[src/rtl/arcade_input_mapper.sv]
// arcade_input_mapper: turns PS/2 key events and two MiSTer joysticks into
// two registered per-player control vectors {coin, start, btn, U, D, L, R}.
// Adds a directional rotation mode, stretched coin pulses and button-0
// autofire.
module arcade_input_mapper #(
    parameter int unsigned NUM_BUTTONS       = 3,           // 1..10
    parameter logic [15:0] COIN_PULSE_CYCLES = 16'd50000,   // >= 1
    parameter logic [19:0] AUTOFIRE_DIV      = 20'd400000,  // >= 1
    parameter bit          COIN_ON_START     = 1'b1
) (
    input  logic                   clk_sys,
    input  logic                   reset_n,
    input  logic [64:0]            ps2_key,
    input  logic [15:0]            joystick_0,
    input  logic [15:0]            joystick_1,
    input  logic [1:0]             rotate,
    input  logic                   autofire_en,
    output logic [NUM_BUTTONS+5:0] p1_ctrl,
    output logic [NUM_BUTTONS+5:0] p2_ctrl
);

    localparam int W         = NUM_BUTTONS + 6;
    localparam int START_BIT = NUM_BUTTONS + 4;
    localparam int COIN_BIT  = NUM_BUTTONS + 5;

    // Direction bit positions, shared by joystick and control layouts
    localparam int DIR_R = 0;
    localparam int DIR_L = 1;
    localparam int DIR_D = 2;
    localparam int DIR_U = 3;
    localparam int BTN0  = 4;

    // Per-player key register indices (two keys share button 0)
    localparam int K_UP    = 0;
    localparam int K_DOWN  = 1;
    localparam int K_LEFT  = 2;
    localparam int K_RIGHT = 3;
    localparam int K_BTN0A = 4;
    localparam int K_BTN0B = 5;
    localparam int K_BTN1  = 6;
    localparam int K_BTN2  = 7;
    localparam int K_START = 8;
    localparam int K_COIN  = 9;
    localparam int NK      = 10;

    typedef enum logic [1:0] {
        ROT_NONE = 2'd0,
        ROT_CW   = 2'd1,
        ROT_CCW  = 2'd2,
        ROT_180  = 2'd3
    } rot_e;

    logic                  old_toggle;
    logic                  primed;
    logic                  key_event;
    logic                  key_pressed;
    logic                  key_ext;
    logic [7:0]            key_code;
    logic [1:0][NK-1:0]    key_hit;
    logic [1:0][15:0]      joy;
    logic [1:0][W-1:0]     ctrl_next;
    logic                  unused_joy_bits;

    assign joy = {joystick_1, joystick_0};

    // Pad bits above the coin bit carry nothing for this button count
    assign unused_joy_bits = ^joy;

    // Decode the current key word into per-player key-register hits
    // NOTE: every variable gets a default at the top so no path can infer a latch.
    always_comb begin
        key_hit     = '0;
        key_pressed = (ps2_key[15:8] != 8'hF0);
        key_ext     = key_pressed ? (ps2_key[15:8] == 8'hE0) : (ps2_key[23:16] == 8'hE0);
        key_code    = (ps2_key[63:24] == 40'd0) ? ps2_key[7:0] : 8'h00;
        case ({key_ext, key_code})
            9'h175:         key_hit[0][K_UP]    = 1'b1;
            9'h172:         key_hit[0][K_DOWN]  = 1'b1;
            9'h16B:         key_hit[0][K_LEFT]  = 1'b1;
            9'h174:         key_hit[0][K_RIGHT] = 1'b1;
            9'h029:         key_hit[0][K_BTN0A] = 1'b1;
            9'h014, 9'h114: key_hit[0][K_BTN0B] = 1'b1;
            9'h011, 9'h111: key_hit[0][K_BTN1]  = 1'b1;
            9'h012:         key_hit[0][K_BTN2]  = 1'b1;
            9'h005:         key_hit[0][K_START] = 1'b1;
            9'h02E:         key_hit[0][K_COIN]  = 1'b1;
            9'h02D:         key_hit[1][K_UP]    = 1'b1;
            9'h02B:         key_hit[1][K_DOWN]  = 1'b1;
            9'h023:         key_hit[1][K_LEFT]  = 1'b1;
            9'h034:         key_hit[1][K_RIGHT] = 1'b1;
            9'h01C:         key_hit[1][K_BTN0A] = 1'b1;
            9'h01B:         key_hit[1][K_BTN1]  = 1'b1;
            9'h015:         key_hit[1][K_BTN2]  = 1'b1;
            9'h006:         key_hit[1][K_START] = 1'b1;
            9'h036:         key_hit[1][K_COIN]  = 1'b1;
            default: ;
        endcase
    end

    // Track the event toggle; the first cycle out of reset only primes it
    // NOTE: registers use non-blocking (<=) so every flop samples pre-edge values.
    always_ff @(posedge clk_sys or negedge reset_n) begin
        if (!reset_n) begin
            old_toggle <= 1'b0;
            primed     <= 1'b0;
        end else begin
            old_toggle <= ps2_key[64];
            primed     <= 1'b1;
        end
    end

    assign key_event = primed && (ps2_key[64] != old_toggle);

    for (genvar p = 0; p < 2; p++) begin : g_player
        logic [NK-1:0] key_state;
        logic [W-1:0]  kbd;
        logic [W-1:0]  raw;
        logic [W-1:0]  next_ctrl;
        logic          coin_req;
        logic          coin_req_q;
        logic [15:0]   coin_cnt;
        logic [15:0]   coin_cnt_next;
        logic [19:0]   af_cnt;
        logic          af_phase;

        // Key registers: a decoded event writes the pressed state of its key
        always_ff @(posedge clk_sys or negedge reset_n) begin
            if (!reset_n) begin
                key_state <= '0;
            end else if (key_event) begin
                key_state <= (key_state & ~key_hit[p]) | (key_hit[p] & {NK{key_pressed}});
            end
        end

        // Merge keyboard with joystick and work out the next coin counter
        always_comb begin
            kbd         = '0;
            kbd[DIR_U]  = key_state[K_UP];
            kbd[DIR_D]  = key_state[K_DOWN];
            kbd[DIR_L]  = key_state[K_LEFT];
            kbd[DIR_R]  = key_state[K_RIGHT];
            kbd[BTN0]   = key_state[K_BTN0A] | key_state[K_BTN0B];
            if (NUM_BUTTONS >= 2) kbd[BTN0+1] = key_state[K_BTN1];
            if (NUM_BUTTONS >= 3) kbd[BTN0+2] = key_state[K_BTN2];
            kbd[START_BIT] = key_state[K_START];
            kbd[COIN_BIT]  = key_state[K_COIN];
            raw         = joy[p][W-1:0] | kbd;
            coin_req    = raw[COIN_BIT] | (COIN_ON_START && raw[START_BIT]);
            if (coin_cnt != 16'd0) begin
                coin_cnt_next = coin_cnt - 16'd1;
            end else if (coin_req && !coin_req_q) begin
                coin_cnt_next = COIN_PULSE_CYCLES;
            end else begin
                coin_cnt_next = 16'd0;
            end
        end

        // Coin pulse stretcher and button-0 autofire divider
        always_ff @(posedge clk_sys or negedge reset_n) begin
            if (!reset_n) begin
                coin_req_q <= 1'b0;
                coin_cnt   <= 16'd0;
                af_cnt     <= 20'd0;
                af_phase   <= 1'b1;
            end else begin
                coin_req_q <= coin_req;
                coin_cnt   <= coin_cnt_next;
                if (!raw[BTN0]) begin
                    af_cnt   <= 20'd0;
                    af_phase <= 1'b1;
                end else if (autofire_en) begin
                    if (af_cnt == AUTOFIRE_DIV - 20'd1) begin
                        af_cnt   <= 20'd0;
                        af_phase <= ~af_phase;
                    end else begin
                        af_cnt <= af_cnt + 20'd1;
                    end
                end
            end
        end

        // Assemble the next control word: rotated directions, gated button 0
        always_comb begin
            next_ctrl = '0;
            case (rot_e'(rotate))
                ROT_CW: begin
                    next_ctrl[DIR_U] = raw[DIR_L];
                    next_ctrl[DIR_D] = raw[DIR_R];
                    next_ctrl[DIR_L] = raw[DIR_D];
                    next_ctrl[DIR_R] = raw[DIR_U];
                end
                ROT_CCW: begin
                    next_ctrl[DIR_U] = raw[DIR_R];
                    next_ctrl[DIR_D] = raw[DIR_L];
                    next_ctrl[DIR_L] = raw[DIR_U];
                    next_ctrl[DIR_R] = raw[DIR_D];
                end
                ROT_180: begin
                    next_ctrl[DIR_U] = raw[DIR_D];
                    next_ctrl[DIR_D] = raw[DIR_U];
                    next_ctrl[DIR_L] = raw[DIR_R];
                    next_ctrl[DIR_R] = raw[DIR_L];
                end
                default: next_ctrl[3:0] = raw[3:0];
            endcase
            next_ctrl[BTN0 +: NUM_BUTTONS] = raw[BTN0 +: NUM_BUTTONS];
            next_ctrl[BTN0]      = raw[BTN0] & (autofire_en ? af_phase : 1'b1);
            next_ctrl[START_BIT] = raw[START_BIT];
            next_ctrl[COIN_BIT]  = (coin_cnt_next != 16'd0);
        end

        assign ctrl_next[p] = next_ctrl;
    end

    // Register both control vectors
    always_ff @(posedge clk_sys or negedge reset_n) begin
        if (!reset_n) begin
            p1_ctrl <= '0;
            p2_ctrl <= '0;
        end else begin
            p1_ctrl <= ctrl_next[0];
            p2_ctrl <= ctrl_next[1];
        end
    end

endmodule

[config.mk]
export PLATFORM = sky130hd
export DESIGN_NAME = arcade_input_mapper
export DESIGN_NICKNAME = d
export VERILOG_FILES = /design/src/rtl/arcade_input_mapper.sv
export SDC_FILE = /design/constraint.sdc
export NUM_CORES = 1
export LEC_CHECK = 0
export CORE_MARGIN = 1.5
export CORE_UTILIZATION = 57
export CTS_CLUSTER_DIAMETER = 80
export DETAILED_ROUTE_END_ITERATION = 10
export GPL_ROUTABILITY_DRIVEN = 0
export GPL_TIMING_DRIVEN = 0
export PLACE_DENSITY = 0.87
export SETUP_SLACK_MARGIN = 0.15
export SLEW_MARGIN = 25
export SYNTH_ARGS = -nofsm -noshare
export SYNTH_HDL_FRONTEND = slang
export SYNTH_SLANG_ARGS = --single-unit
[constraint.sdc]
create_clock -name clk_sys -period 5.1 [get_ports clk_sys]
set_input_delay 0.51 -clock clk_sys [delete_from_list [all_inputs] [get_ports clk_sys]]
set_output_delay 0.51 -clock clk_sys [all_outputs]
set_load 0.005 [all_outputs]
---- Yosys cells after proc, flatten, opt, wreduce, memory -nomap -nowiden ----
Index checks and enable logic that the tools add are counted.
word-level totals
  register bits ........................... 116
  bits in latches ......................... 0
  bits in writable memories ............... 0
  memory bits (read-only) ................. 0
  input bits .............................. 102
  output and inout port bits .............. 18
  logic and storage cells ................. 125
  memories ................................ 0
operators by class
  add/subtract/negate cells ............... 4
  multiply operators ...................... 0
  div/mod/pow operators ................... 0
  $lt $le $gt $ge ......................... 0
  eq/ne operators ......................... 34
  shift-type cells ........................ 0
  muxes and demuxes ....................... 41
  bitwise gates (word level) .............. 18
  reductions and logical operators ........ 14
operator list
  kind                                                                     number
  20-bit two-way mux                                                       6
  16-bit two-way mux                                                       4
  16-bit nonzero test                                                      4
  9-bit by 6-bit equality test with 1-bit output, second input constant    7
  9-bit by 5-bit equality test with 1-bit output, second input constant    6
  9-bit equality test, second input constant                               6
  20-bit by 1-bit adder with 20-bit output, second input constant          2
  10-bit bitwise AND                                                       4
  20-bit by 19-bit equality test with 1-bit output, second input constant  2
  40-bit logical NOT                                                       1
  16-bit by 1-bit subtractor with 16-bit output, second input constant     2
  1-bit two-way mux                                                        28
  4-bit case mux with 3 select lines                                       2
  10-bit inverter                                                          2
  10-bit OR                                                                2
  9-bit by 3-bit equality test with 1-bit output, second input constant    2
  9-bit OR                                                                 2
  8-bit equality test, second input constant                               2
  8-bit two-way mux                                                        1
  8-bit inequality test, second input constant                             1
  2-bit equality test, second input constant                               2
  2-bit by 1-bit inequality test with 1-bit output, second input constant  2
  2-bit inequality test, second input constant                             2
  1-bit OR                                                                 4
  other kinds (8)                                                          15

---- Depth between registers and ports, before layout ----
  depth in word-level cells ............... 8
  gate-level depth with buffers ........... 8
  mapped depth without buffers ............ 7

---- Least setup slack after synthesis ----
OpenSTA, ideal clock, no wires.
  path type ............................... register to register
  start ................................... register g_player[0].coin_cnt[0]
  end ..................................... register g_player[0].coin_cnt[10]
  library setup time ...................... 0.141 ns
  arrival time ............................ 2.058 ns
  data required time ...................... 4.959 ns
  setup slack ............................. 2.901 ns
  stages on the path, launching flop included .. 8
  buffers on the path ..................... 0
  period minus slack after synthesis ...... 2.199 ns
  cell sequence ........................... dfrtp_1 > inv_1 > ha_1 > or4b_1 > or2_1 > or4_1 > xor2_1 > nor2_1
on the way
  word-level cells in the longest chain between the ends .. 2
ends and longest elaborated chain
  item                                                                                  RTL line  source
  start: declaration                                                                    121       logic [15:0] coin_cnt;
  start signal: assignment                                                              167       coin_cnt <= coin_cnt_next;
  16-bit by 1-bit subtractor with 16-bit output or 16-bit nonzero test (tied branches)  150, 149
  16-bit two-way mux *                                                                  149       if (coin_cnt != 16'd0) begin
  named net g_player[0].coin_cnt_next[10]                                               122       logic [15:0] coin_cnt_next;
Mark *: on every way through the listed nets, which the timed path passes. The rest lies on a longest branch.
A chain may end at the register's enable or synchronous reset.

==> impl_metrics.yaml <==
outcome:
  status: "complete, no violations"
timing:
  tns_ns: 0
  hold_viol_final: 0
  period_share: 0.539
  setup_viol: 0
  slew_violations: 0
  fin_crit_ns: 2.75
  worst_pin_slew_ns: 0.799
  relSlewSlack: 0.460
  rsz0062_at_grt: "no"
  skew_ns: 0.0100
  max_freq_mhz: 364
logic_synthesis:
  synth_nets: 754
  yosysWarnings: 0
  ys.flop_type: "dfrtp_1"
  ys_types: 63
  syn_avg_cell_area_um2: 9.59
  synth_area_mm2: 0.00619
  synthCells: 646
  async_flop_share: 1.00
  synth-edff-count: 0
  ys_seq_area_frac: 0.465
  ys_seq_elements: 115
detailed_routing:
  drt_iter0_markers: 447
  dr_wl_met2_um: 8660
  top_layer_used: "met4"
  drt-met1-wl_um: 6410
  wl_met3_um: 1240
  vias_per_cell: 6.29
  dr.pass1.iters: 6
  routed_wl_um: 16700
  wire_per_inst_um: 18.1
  ant_nets: 0
  drc: 0
  vias: 5788
worst_setup_path:
  crit_path_start_kind: "flop"
  cp_slowest_cell: "nor4b_1"
  cp_max_fo: 5
  arrival_ns: 3.14
  cp_common_cell: "nand4_1"
  cp_cell_sequence: "inv_1 > ha_1 > nor4b_1 > nand4_1 > mux2_2 > a211oi_1 > nand4_1"
  cp.required_ns: 5.49
  crit_path_end_kind: "flop"
  crit_type: "reg -> reg"
  cpPeakStageDelay_ns: 0.66
floorplanning:
  dieArea_mm2: 0.0115
  initial_utilization: 0.595
  rows: 37
  fp.dieH_um: 107
  die_w_um: 107
  num_io_pins: 120
  fp.coreArea_mm2: 0.0104
clock_tree:
  clock-root-buffer: "clkbuf_8"
  worstSkewPairLatency_ns: 0.54
  cts_resized: 0
  clkTransAtPathRegs_ns: 0.06
  cts.sinks: 115
  cts_tree: "yes"
  clockBufferDepth: 2
  cts_inserted_buffers: 17
  htree_num_levels: 4
final_layout:
  seqCellArea_mm2: 0.00288
  fin_cells: 920
  synthToLayoutAreaGrowth_pct: 29.9
  nNetsFinal: 878
  fill_cells: 646
  layout-drive-gt1-share: 0.124
  multi_input_area_mm2: 0.00315
flow_run:
  maxCapViolCount: 0
pwr:
  powerDensity_mw_per_mm2: 331
  vdd_drop_max_mv: 0.244
  finalPower_w: 0.00267
  p_leak_nw: 3.24
placement:
  port_buffers: 103
  post-dp-hpwl_um: 11100
  place_inst: 886
global_route:
  grt_pass1_vias: 5695
  grt_max_degree: 80
  antenna_found_initial: 1
  grt_overflow: 0
  grt_use_total: 0.306
  grt_pass1_wl_um: 27200
min_path:
  hp-class: "in -> reg"
==> where the power goes <==
part | leakage [nW] | internal (W) | switching [W]
Clock | 0.282 | 0.000782 | 0.000432
Sequential | 1.47 | 0.000985 | 0.0000897
Combinational | 1.49 | 0.000186 | 0.000193
==> worst max-delay path, delay by kind of cell (launching register included) <==
kind	cells	cell delay (ns)
DFF	1	0.41
adders and majority gates	1	0.19
and+or+nand+nor	3	1.18
AOI/OAI and AO/OA	1	0.30
buffers and inverters	1	0.12
muxes	1	0.40
==> synthesized netlist by cell type (4+ instances only) <==
library cell | number | area, µm²
a211oi_1 | 4 | 30.0
buf_2 | 7 | 35.0
nor3b_1 | 7 | 52.6
nand4_1 | 26 | 163
o31ai_1 | 4 | 30.0
ha_1 | 6 | 75.1
inv_1 | 21 | 78.8
and3_1 | 12 | 75.1
nor2b_1 | 7 | 43.8
nor4_1 | 31 | 194
o21ai_0 | 19 | 95.1
a21oi_1 | 19 | 95.1
or2_2 | 13 | 81.3
nand2b_1 | 9 | 56.3
nor2_1 | 75 | 282
nor4b_1 | 5 | 43.8
or4_1 | 11 | 82.6
xor2_1 | 14 | 123
a31o_2 | 5 | 43.8
xnor2_1 | 30 | 263
mux2_2 | 22 | 248
nand3_1 | 27 | 135
nor3_1 | 29 | 145
nand2_1 | 37 | 139
nand3b_1 | 4 | 30.0
clkbuf_1 | 12 | 45.0
dfrtp_1 | 113 | 2830
a31oi_1 | 8 | 50.1
or3_1 | 12 | 75.1
==> final timing paths <==
kind,startpoint,end,slack [ns],cells after the start
min in group asynchronous,reset_n,g_player[1].coin_cnt[10],0.45,2
max in group asynchronous,reset_n,g_player[0].af_phase,3.92,3
worst min register to register,flop,p1_ctrl[5],0.47,1
worst max-delay path,g_player[1].coin_cnt[0],p2_ctrl[8],2.35,7
worst min-delay path,rotate[0],p1_ctrl[0],0.41,3
worst max register to register,g_player[1].coin_cnt[0],p2_ctrl[8],2.35,7
==> final cells by class <==
class / instances / area share
clock inverters: 12 / 0.0191
plain buffers: 19 / 0.00995
clock buffers: 20 / 0.0566
inverters: 21 / 0.00980
diodes: 1 / 0.000311
well taps: 136 / 0.0212
repair buffers: 105 / 0.133
flip-flops and latches: 115 / 0.358
multi-input cells: 491 / 0.392
==> timing repair <==
action,4_1_cts,5_1_grt
hold buffers,1,0
setup endpoints to repair,0,0
hold endpoints to repair,36,0
setup buffers,0,0
==> metrics by stage <==
step                hold WS, ns  worst slack, ns  area [µm²]  utilization
CTS                       0.388             2.43        8040        0.772
finish                    0.407             2.35        8050        0.772
floorplan                 0.214             2.90        6190            -
global placement          0.450           -0.686        7390        0.710
global route              0.436             2.10        8040        0.772
detailed placement        0.433             2.22        7420        0.713
==> per-layer routing <==
metal	vias up	track usage
met1	2820	0.359
met5	-	0
met3	43	0.0954
met4	0	0.106
met2	298	0.529
li1	2627	-
==> cells in the final DEF (no fill, tap or decap), types with 4 or more instances in the layout <==
master           count
or2_2               13
nor3_1              29
and3_1              12
nor4b_1              5
nand4_1             26
mux2_2              22
nand2b_1             9
buf_2                7
a211oi_1             4
nand3b_1             4
o31ai_1              4
dfrtp_1            113
nand3_1             27
clkinvlp_4           6
a31o_2               5
or4_1               11
ha_1                 6
a31oi_1              8
xor2_1              14
clkdlybuf4s50_1    102
xnor2_1             30
a21oi_1             19
nor2_1              75
nor3b_1              7
clkbuf_1            12
clkbuf_16           16
o21ai_0             19
nor4_1              31
clkbuf_8             4
or3_1               12
nand2_1             37
inv_1               21
nor2b_1              7
==> cells by family (layout without fill, tap and decap cells) <==
group / after synthesis / count (layout) / synth area share
adder cells (fa/ha/maj): 6 / 6 / 0.0121
flip-flops: 115 / 115 / 0.465
XOR/XNOR: 44 / 44 / 0.0622
buffers and inverters: 40 / 177 / 0.0257
other: 1 / 2 / 0.000605
AND/OR/NAND/NOR: 331 / 331 / 0.301
AO/OA/AOI/OAI: 86 / 86 / 0.0921
multiplexers: 23 / 23 / 0.0416
Note: power is estimated with default switching activity, not from simulation.
